[config.mk]
export PLATFORM = sky130hd
export DESIGN_NAME = center_mean_accum
export DESIGN_NICKNAME = d
export VERILOG_FILES = /design/src/rtl/center_mean_accum.sv
export SDC_FILE = /design/constraint.sdc
export NUM_CORES = 1
export LEC_CHECK = 0
export ABC_AREA = 1
export CELL_PAD_IN_SITES_DETAIL_PLACEMENT = 1
export CELL_PAD_IN_SITES_GLOBAL_PLACEMENT = 2
export CORE_UTILIZATION = 37
export CTS_CLUSTER_SIZE = 10
export DETAILED_ROUTE_END_ITERATION = 10
export GPL_TIMING_DRIVEN = 0
export PLACE_DENSITY_LB_ADDON = 0.1
export SLEW_MARGIN = 20
export SYNTH_ARGS = -nofsm -noshare
export SYNTH_HDL_FRONTEND = slang
export SYNTH_SLANG_ARGS = --single-unit
[constraint.sdc]
create_clock -name center_clk -period 9.11 [get_ports center_clk]
set_input_delay 1.3665 -clock center_clk [delete_from_list [all_inputs] [get_ports center_clk]]
set_output_delay 1.3665 -clock center_clk [all_outputs]
set_load 0.1 [all_outputs]
[src/rtl/center_mean_accum.sv]
// Cluster-centre update engine: accumulates point coordinates, then divides each sum by the count.
// Define CENTER_ROUND_EN to round the mean to nearest (ties up) instead of truncating.
module center_mean_accum #(
   parameter int unsigned DATA_W = 32,
   parameter int unsigned CNT_W  = 16
) (
   input  logic              center_clk,
   input  logic              center_rst_n,
   input  logic              pt_valid,
   input  logic [DATA_W-1:0] pt_x,
   input  logic [DATA_W-1:0] pt_y,
   output logic              pt_ready,
   input  logic              finish,
   output logic              center_valid,
   input  logic              center_ready,
   output logic [DATA_W-1:0] center_x,
   output logic [DATA_W-1:0] center_y,
   output logic [CNT_W-1:0]  center_cnt,
   output logic              center_empty
);

   localparam int unsigned SUM_W  = DATA_W + CNT_W;
   localparam int unsigned STEP_W = $clog2(SUM_W + 1);
   localparam logic [CNT_W-1:0]  CNT_MAX   = '1;
   localparam logic [STEP_W-1:0] LAST_STEP = STEP_W'(SUM_W - 1);

   typedef enum logic [1:0] {StAcc, StDiv, StOut} state_e;

   state_e              state_q;
   logic [SUM_W-1:0]    sum_x_q, sum_y_q;
   logic [SUM_W-1:0]    rem_x_q, rem_y_q;
   logic [CNT_W-1:0]    cnt_q;
   logic [STEP_W-1:0]   step_q;
   logic                center_valid_q, center_empty_q;
   logic [DATA_W-1:0]   center_x_q, center_y_q;
   logic [CNT_W-1:0]    center_cnt_q;

   logic                accept;
   logic [SUM_W-1:0]    acc_x, acc_y, dvd_x, dvd_y;
   logic [CNT_W-1:0]    cnt_acc;
   logic [2*SUM_W-1:0]  step_x, step_y;

   // One restoring step; the sum register doubles as dividend and collects quotient bits.
   function automatic logic [2*SUM_W-1:0] div_step(input logic [SUM_W-1:0] rem,
                                                   input logic [SUM_W-1:0] dvd,
                                                   input logic [CNT_W-1:0] dvs);
      logic [SUM_W-1:0] r_sh;
      logic             q;
      r_sh = {rem[SUM_W-2:0], dvd[SUM_W-1]};
      q    = (r_sh >= SUM_W'(dvs));
      if (q) begin
         r_sh = r_sh - SUM_W'(dvs);
      end
      return {r_sh, dvd[SUM_W-2:0], q};
   endfunction

   assign pt_ready = (state_q == StAcc) && (cnt_q != CNT_MAX);
   assign accept   = pt_valid && pt_ready;
   assign acc_x    = sum_x_q + (accept ? SUM_W'(pt_x) : '0);
   assign acc_y    = sum_y_q + (accept ? SUM_W'(pt_y) : '0);
   assign cnt_acc  = cnt_q + CNT_W'(accept);

`ifdef CENTER_ROUND_EN
   assign dvd_x = acc_x + SUM_W'(cnt_acc >> 1);
   assign dvd_y = acc_y + SUM_W'(cnt_acc >> 1);
`else
   assign dvd_x = acc_x;
   assign dvd_y = acc_y;
`endif

   always_comb begin
      step_x = div_step(rem_x_q, sum_x_q, cnt_q);
      step_y = div_step(rem_y_q, sum_y_q, cnt_q);
   end

   always_ff @(posedge center_clk or negedge center_rst_n) begin
      if (!center_rst_n) begin
         state_q        <= StAcc;
         sum_x_q        <= '0;
         sum_y_q        <= '0;
         rem_x_q        <= '0;
         rem_y_q        <= '0;
         cnt_q          <= '0;
         step_q         <= '0;
         center_valid_q <= 1'b0;
         center_empty_q <= 1'b0;
         center_x_q     <= '0;
         center_y_q     <= '0;
         center_cnt_q   <= '0;
      end else begin
         unique case (state_q)
            StAcc: begin
               if (accept) begin
                  sum_x_q <= acc_x;
                  sum_y_q <= acc_y;
                  cnt_q   <= cnt_acc;
               end
               if (finish) begin
                  if (cnt_acc == '0) begin
                     state_q        <= StOut;
                     center_valid_q <= 1'b1;
                     center_empty_q <= 1'b1;
                     center_x_q     <= '0;
                     center_y_q     <= '0;
                     center_cnt_q   <= '0;
                  end else begin
                     state_q <= StDiv;
                     sum_x_q <= dvd_x;
                     sum_y_q <= dvd_y;
                     rem_x_q <= '0;
                     rem_y_q <= '0;
                     step_q  <= '0;
                  end
               end
            end
            StDiv: begin
               sum_x_q <= step_x[SUM_W-1:0];
               sum_y_q <= step_y[SUM_W-1:0];
               rem_x_q <= step_x[2*SUM_W-1:SUM_W];
               rem_y_q <= step_y[2*SUM_W-1:SUM_W];
               if (step_q == LAST_STEP) begin
                  state_q        <= StOut;
                  center_valid_q <= 1'b1;
                  center_empty_q <= 1'b0;
                  // Mean never exceeds the largest coordinate, so the low bits hold it exactly.
                  center_x_q     <= step_x[DATA_W-1:0];
                  center_y_q     <= step_y[DATA_W-1:0];
                  center_cnt_q   <= cnt_q;
               end else begin
                  step_q <= step_q + 1'b1;
               end
            end
            StOut: begin
               if (center_ready) begin
                  state_q        <= StAcc;
                  center_valid_q <= 1'b0;
                  sum_x_q        <= '0;
                  sum_y_q        <= '0;
                  rem_x_q        <= '0;
                  rem_y_q        <= '0;
                  cnt_q          <= '0;
               end
            end
            default: state_q <= StAcc;
         endcase
      end
   end

   assign center_valid = center_valid_q;
   assign center_empty = center_empty_q;
   assign center_x     = center_x_q;
   assign center_y     = center_y_q;
   assign center_cnt   = center_cnt_q;

endmodule

==> metrics.cfg, run 1 <==
[outcome]
status = completed

[yosys]
synth_top_cell_by_area = dfrtp_1
synthMostInstantiatedCell = nand2_1
syn_inst = 3682
asyncSetResetFlopFracSynth_pct = 100.0
synth.distinct_cells = 47
synth_nets = 3858
synth_top_area_share_pct = 30.80
synth_flop_cell = dfrtp_1
ys_ff_latch = 296
yosys-top-cells-count = 842 x nand2_1, 515 x nor2_1, 485 x inv_1
netlist_area_sq_um = 24050
avgSynthCellArea_sq_um = 6.531
yosysWarnings = 0
synth_seq_area_share_pct = 30.80
synth.area.top_cells = dfrtp_1 31%, nand2_1 13%, nor2_1 8.0%
synth-edff-count = 0

[critical_path]
worstSetupPathType = register to register
critPathTopFamily = buffers and inverters
crit_chain = inv_1 > nor4_1 > a31oi_1 > nand2_1 > clkbuf_2 > clkbuf_1 > inv_1 > ha_1 > ha_1 > nand3_2 > nor2_4 > nand3_1 > nand2_1 > nand2_1 > nand3_1 > nor2_1 > nand3_2 > nand2_1 > inv_2 > nor2_8 > nand2_2 > clkbuf_1 > o21ai_0
critPathMaxFanout = 10
r2r-end = center_cnt[1]
slowest_stage = clkbuf_1
cp.required_ns = 9.59
startpoint_type = register
max_stage_delay_ns = 0.63
r2r_cells = 23
arrival_ns = 6.53
endpoint_kind = register
timing.rr.start = cnt_q[1]
path_buf_inv = 6
cpMostUsedCell = nand2_1
reg2reg_slack_ns = 3.06

[timing]
finalSetupViolations = 0
min_period_ns = 6.053
fin_crit_sh_pct = 66.44
finClkSkew_ns = 0.03338
maxSlewViolCount = 0
tns_ns = 0
timing.fmax_mhz = 165.2
worstMarginPinSlew_ns = 1.224
relSlewSlack_pct = 17.38
finalHoldViolCount = 0
worst_hold_slack_ns = 0.4684
grt_setup_unrepaired = no

[die]
die_area_sq_um = 66020
row_count = 93
die_h_microns = 256.9
ios = 152
core_area_sq_um = 64350
initial_core_util_pct = 37.37
die_x_microns = 256.9

[cts]
cts_max_path_buffers = 3
cts_made_buffers = 38
cts-root-buf = clkbuf_16
postCtsResizedCells = 0
holdBufCountCts = 0
htree_levels = 2
postCtsSetupRepairBufs = 0
clk_transition_reported_paths_ns = 0.06
clk_latency_ns = 0.59
cts_tree = built
numClockSinks = 296

[min_path]
holdPathStages = 2
worstHoldStart = center_x[5]
hold_path.class = register to register
min_to = center_x[5]

[layout]
finalInstanceArea_sq_um = 27910
n_fill_cell = 8395
final_util_pct = 43.37
fin_nets = 4052
layout-drive-gt1-share_pct = 4.442
area_growth_pct = 16.05

[global_route]
grt_usage_pct = 32.01
grt_pass1_vias = 27170
grt_pass1_wl_microns = 162700
antenna_found_initial = 3
grt_max_degree = 89
grt-ovfl-total = 0

[routing]
ant_nets = 0
wl_per_cell_microns = 22.33
firstDrtPassIters = 7
drc = 0
first_iter_violations = 1730
vias = 26110
avgViaCountPerCell = 5.495
routed_wirelength_microns = 106100

[place]
gp_congestion = 0.9624
io_buffers = 151
placed_area_sq_um = 26720
place_hpwl_microns = 86350

[flow_run]
drv_cap = 0

-- worst register-to-register path: cells and delay by family, from the launching register on --
family          cells  cell delay (ns)
compound gates      2             0.49
fa+ha+maj           2             0.53
buf+inv             6             2.30
flops               1             0.53
simple gates       13             2.11
-- per-layer routing --
metal  share of wire [%]  GRT usage (%)  wire [microns]  vias up
met2                  48          54.33           50460      653
met3                 4.8          4.206            5078      184
li1                    -              -               -    12370
met5               0.010              0              11        -
met4                 3.5          11.13            3741        2
met1                  44          41.61           46830    12900
-- cells in the final DEF, fill, tap and decap left out, drive strengths merged, types with 39 or more instances in the layout --
cell	count
nand2	853
nor2	520
inv	492
nand3	303
dfrtp	296
o21ai	281
a21oi	274
clkdlybuf4s50	150
clkbuf	135
ha	103
xor2	77
buf	53
xnor2	50
nor3	49
a31oi	48
nand4	39
-- how the worst max path moves through the flow --
stage	slack, ns	start	depth (start not counted)	endpoint
2_1_floorplan	3.82	cnt_q[4]	26	center_x[0]
3_3_place_gp	-7.09	center_rst_n	1	center_y[19]
3_5_place_dp	2.65	pt_valid	21	center_cnt[1]
4_1_cts	3.14	cnt_q[1]	23	center_cnt[1]
5_1_grt	2.75	cnt_q[1]	23	center_cnt[1]
6_report	3.06	cnt_q[1]	23	center_cnt[1]
-- state kept, by name, summed over array words and instances, names as in the netlist --
signal and flops:
cnt_q 16, center_cnt 16, center_valid 1, center_y 32, center_x 32, sum_x_q 48, step_q 6, rem_x_q 47
center_empty 1, sum_y_q 48, state_q 2, rem_y_q 47
-- logic make-up (layout without fill, tap and decap cells) --
family / count (synthesis) / in the layout / synth area share [%]
AND/OR/NAND/NOR: 1813 / 1813 / 31.73
AO/OA/AOI/OAI: 718 / 718 / 16.84
buffers and inverters: 621 / 834 / 10.31
flip-flops: 296 / 296 / 30.80
XOR/XNOR: 127 / 127 / 4.626
adder cells (fa/ha/maj): 107 / 107 / 5.692
other: 0 / 1 / 0
-- final cells by class --
cell class / count / area [sq um] / area share [%]
Multi-Input combinational cell: 2765 / 14160 / 50.74
Sequential cell: 296 / 7407 / 26.54
Inverter: 490 / 1839 / 6.591
Timing Repair Buffer: 154 / 1599 / 5.730
Clock buffer: 53 / 1089 / 3.901
Tap cell: 855 / 1070 / 3.833
Buffer: 131 / 640.6 / 2.296
Clock inverter: 6 / 98.84 / 0.3542
Antenna cell: 1 / 2.502 / 0.008967
-- metrics by stage --
stage | instances | worst slack [ns]
finish | 4751 | 3.057
global route | 4750 | 2.754
CTS | 4750 | 3.138
detailed placement | 4691 | 2.648
global placement | 4688 | -7.087
floorplan | 3682 | 3.824
Power of run 1 is left out: the tool's default activity adds up to more than one toggle a clock period on the data nets, which glitch-free logic cannot reach.
==> run 2: changes to the inputs <==
--- a/config.mk
+++ b/config.mk
@@ -8,7 +8,7 @@
 export ABC_AREA = 1
 export CELL_PAD_IN_SITES_DETAIL_PLACEMENT = 1
 export CELL_PAD_IN_SITES_GLOBAL_PLACEMENT = 2
-export CORE_UTILIZATION = 37
+export CORE_UTILIZATION = 31
 export CTS_CLUSTER_SIZE = 10
 export DETAILED_ROUTE_END_ITERATION = 10
 export GPL_TIMING_DRIVEN = 0
==> constraint.sdc (replaced) <==
create_clock -name center_clk -period 5.25 [get_ports center_clk]
set_input_delay 0.7875 -clock center_clk [delete_from_list [all_inputs] [get_ports center_clk]]
set_output_delay 0.7875 -clock center_clk [all_outputs]
set_load 0.1 [all_outputs]
==> run 2 against run 1 <==
Critical path depth is 1 higher. Critical endpoint is now sum_x_q[14]. Die area rose by 19%. Critical path type unchanged. Global-route usage shrank 4.6 points. Routed wire length up 1.2%. Highest routed layer is now met4. Maximum frequency is 22% higher. Via count decreased by 3.2%.
==> metrics.cfg, run 2 (synthesis results as in run 1) <==
[cts]
cts_tree = built
numClockSinks = 296  ; unchanged
clk_transition_reported_paths_ns = 0.06  ; about the same
clk_latency_ns = 0.60  ; about the same
holdBufCountCts = 0  ; unchanged
htree_levels = 2  ; unchanged
cts-root-buf = clkbuf_16
cts_made_buffers = 40  ; +5.3%
cts_max_path_buffers = 3  ; unchanged

[min_path]
hold_path.class = primary input to asynchronous set/reset pin

[routing]
vias = 25270  ; -3.2%
drc = 0  ; unchanged
wl_per_cell_microns = 21.75  ; -2.6%
ant_nets = 0  ; unchanged
routed_wirelength_microns = 107400  ; +1.2%
firstDrtPassIters = 5  ; -2
avgViaCountPerCell = 5.120  ; -6.8%
first_iter_violations = 1567  ; -9.4%

[critical_path]
endpoint_kind = register
cpMostUsedCell = nand2_2
critPathTopFamily = simple AND/OR/NAND/NOR gates
cp.required_ns = 5.77  ; -3.82 ns
critPathMaxFanout = 10  ; unchanged
startpoint_type = register
arrival_ns = 5.49  ; -1.04 ns
slowest_stage = dfrtp_1
crit_chain = clkinvlp_4 > nor4_2 > a31oi_2 > nand2_2 > clkbuf_8 > clkbuf_4 > inv_1 > ha_1 > ha_1 > nand3_2 > nor2_4 > nand3_1 > nand2_1 > nand2_1 > nand3_1 > nor2_1 > nand3_2 > nand2_2 > nand2_2 > buf_6 > buf_2 > a21oi_1 > o21ai_0 > a21oi_1
max_stage_delay_ns = 0.53  ; -0.10 ns
path_buf_inv = 6  ; unchanged
worstSetupPathType = register to register

[die]
initial_core_util_pct = 31.50  ; -5.9 points
core_area_sq_um = 76330  ; +19%
die_x_microns = 280.5  ; +9.2%
die_h_microns = 280.5  ; +9.2%
ios = 152  ; unchanged
die_area_sq_um = 78690  ; +19%
row_count = 101  ; +8.6%

[place]
io_buffers = 151  ; unchanged
place_ws_ns = -0.7884  ; -3.436 ns
place_hpwl_microns = 87060  ; +0.82%
gp_congestion = 0.8968  ; -6.8%

[layout]
layout_common_cells = 841 x nand2_1, 515 x nor2_1, 484 x inv_1, 296 x dfrtp_1, 285 x nand3_1
n_fill_cell = 9914  ; +18%
reg.largest.list = sum_x_q (48), sum_y_q (48)
layout-drive-gt1-share_pct = 5.120  ; +0.68 points
layout_commonest_cell = nand2_1
area_growth_pct = 17.71
final_util_pct = 37.08  ; -6.3 points
fin_nets = 4056  ; +0.099%
antenna_cells = 0  ; -1

[global_route]
antenna_found_initial = 0  ; -3
grt_pass1_vias = 26150  ; -3.7%
grt-ovfl-total = 0  ; unchanged
grt_max_degree = 87  ; -2.2%
grt_usage_pct = 27.36  ; -4.6 points
grt_pass1_wl_microns = 163900  ; +0.72%

[timing]
timing.fmax_mhz = 201.2  ; +22%
worstMarginPinSlew_ns = 1.159  ; -0.06473 ns
min_period_ns = 4.971  ; -1.082 ns
fin_ws_ns = 0.2789  ; -2.778 ns
fin_crit_sh_pct = 94.69  ; +28 points
finalSetupViolations = 0  ; unchanged
relSlewSlack_pct = 22.49  ; +5.1 points
finClkSkew_ns = 0.03751  ; +0.004127 ns
worst_hold_slack_ns = 0.1039  ; -0.3645 ns
maxSlewViolCount = 0  ; unchanged
finalHoldViolCount = 0  ; unchanged
grt_setup_unrepaired = no

[outcome]
status = completed

[flow_run]
drv_cap = 0  ; unchanged

[run 2: cell count changes in the layout (fill, tap and decap cells not counted), sizes merged]
cell      change
bufinv        -1
inv           -3
clkbuf        +8
clkinvlp      +3
clkinv        +4
diode         -1
[run 2: repair_timing]
item / CTS / global route
endpoints found under the hold margin: 0 / 0
setup buffers: 0 / 2
gates resized for setup: 14 / 14
pin swaps: 0 / 0
setup endpoints to repair: 278 / 217
[run 2: final cells by class]
class	count	area [sq um]	share of cell area, %
multi-input cells	2765	14180	50.08
flip-flops and latches	296	7407	26.17
inverters	490	1843	6.511
repair buffers	156	1614	5.702
well taps	1030	1289	4.553
clock buffers	59	1194	4.217
plain buffers	131	671.9	2.374
clock inverters	9	111.4	0.3934
[run 2: layer usage]
metal | vias to the layer above | GRT usage, % | wire, microns
met3 | 104 | 2.706 | 3575
met1 | 12390 | 37.95 | 51690
li1 | 12390 | - | -
met5 | - | 0 | 0
met2 | 389 | 45.50 | 49890
met4 | 0 | 6.277 | 2201
[run 2: worst paths after layout]
kind / start / end / slack [ns] / depth (start not counted)
max: cnt_q[1] / sum_x_q[14] / 0.28 / 24
min: center_rst_n / rem_y_q[25] / 0.10 / 1
max reg2reg: cnt_q[1] / sum_x_q[14] / 0.28 / 24
min reg2reg: center_x[4] / center_x[4] / 0.47 / 2
max in group asynchronous: center_rst_n / sum_y_q[7] / 3.89 / 3
min in group center_clk: center_x[4] / center_x[4] / 0.47 / 2
[run 2: through the flow]
step	cells	setup TNS [ns]	area, sq um
global placement	4863	-3441.09	26850
detailed placement	4866	-137.27	26940
global route	4936	0	28310
floorplan	3682	0	24050
finish	4936	0	28310
CTS	4934	0	28270
Power of run 2 is left out for the same reason.
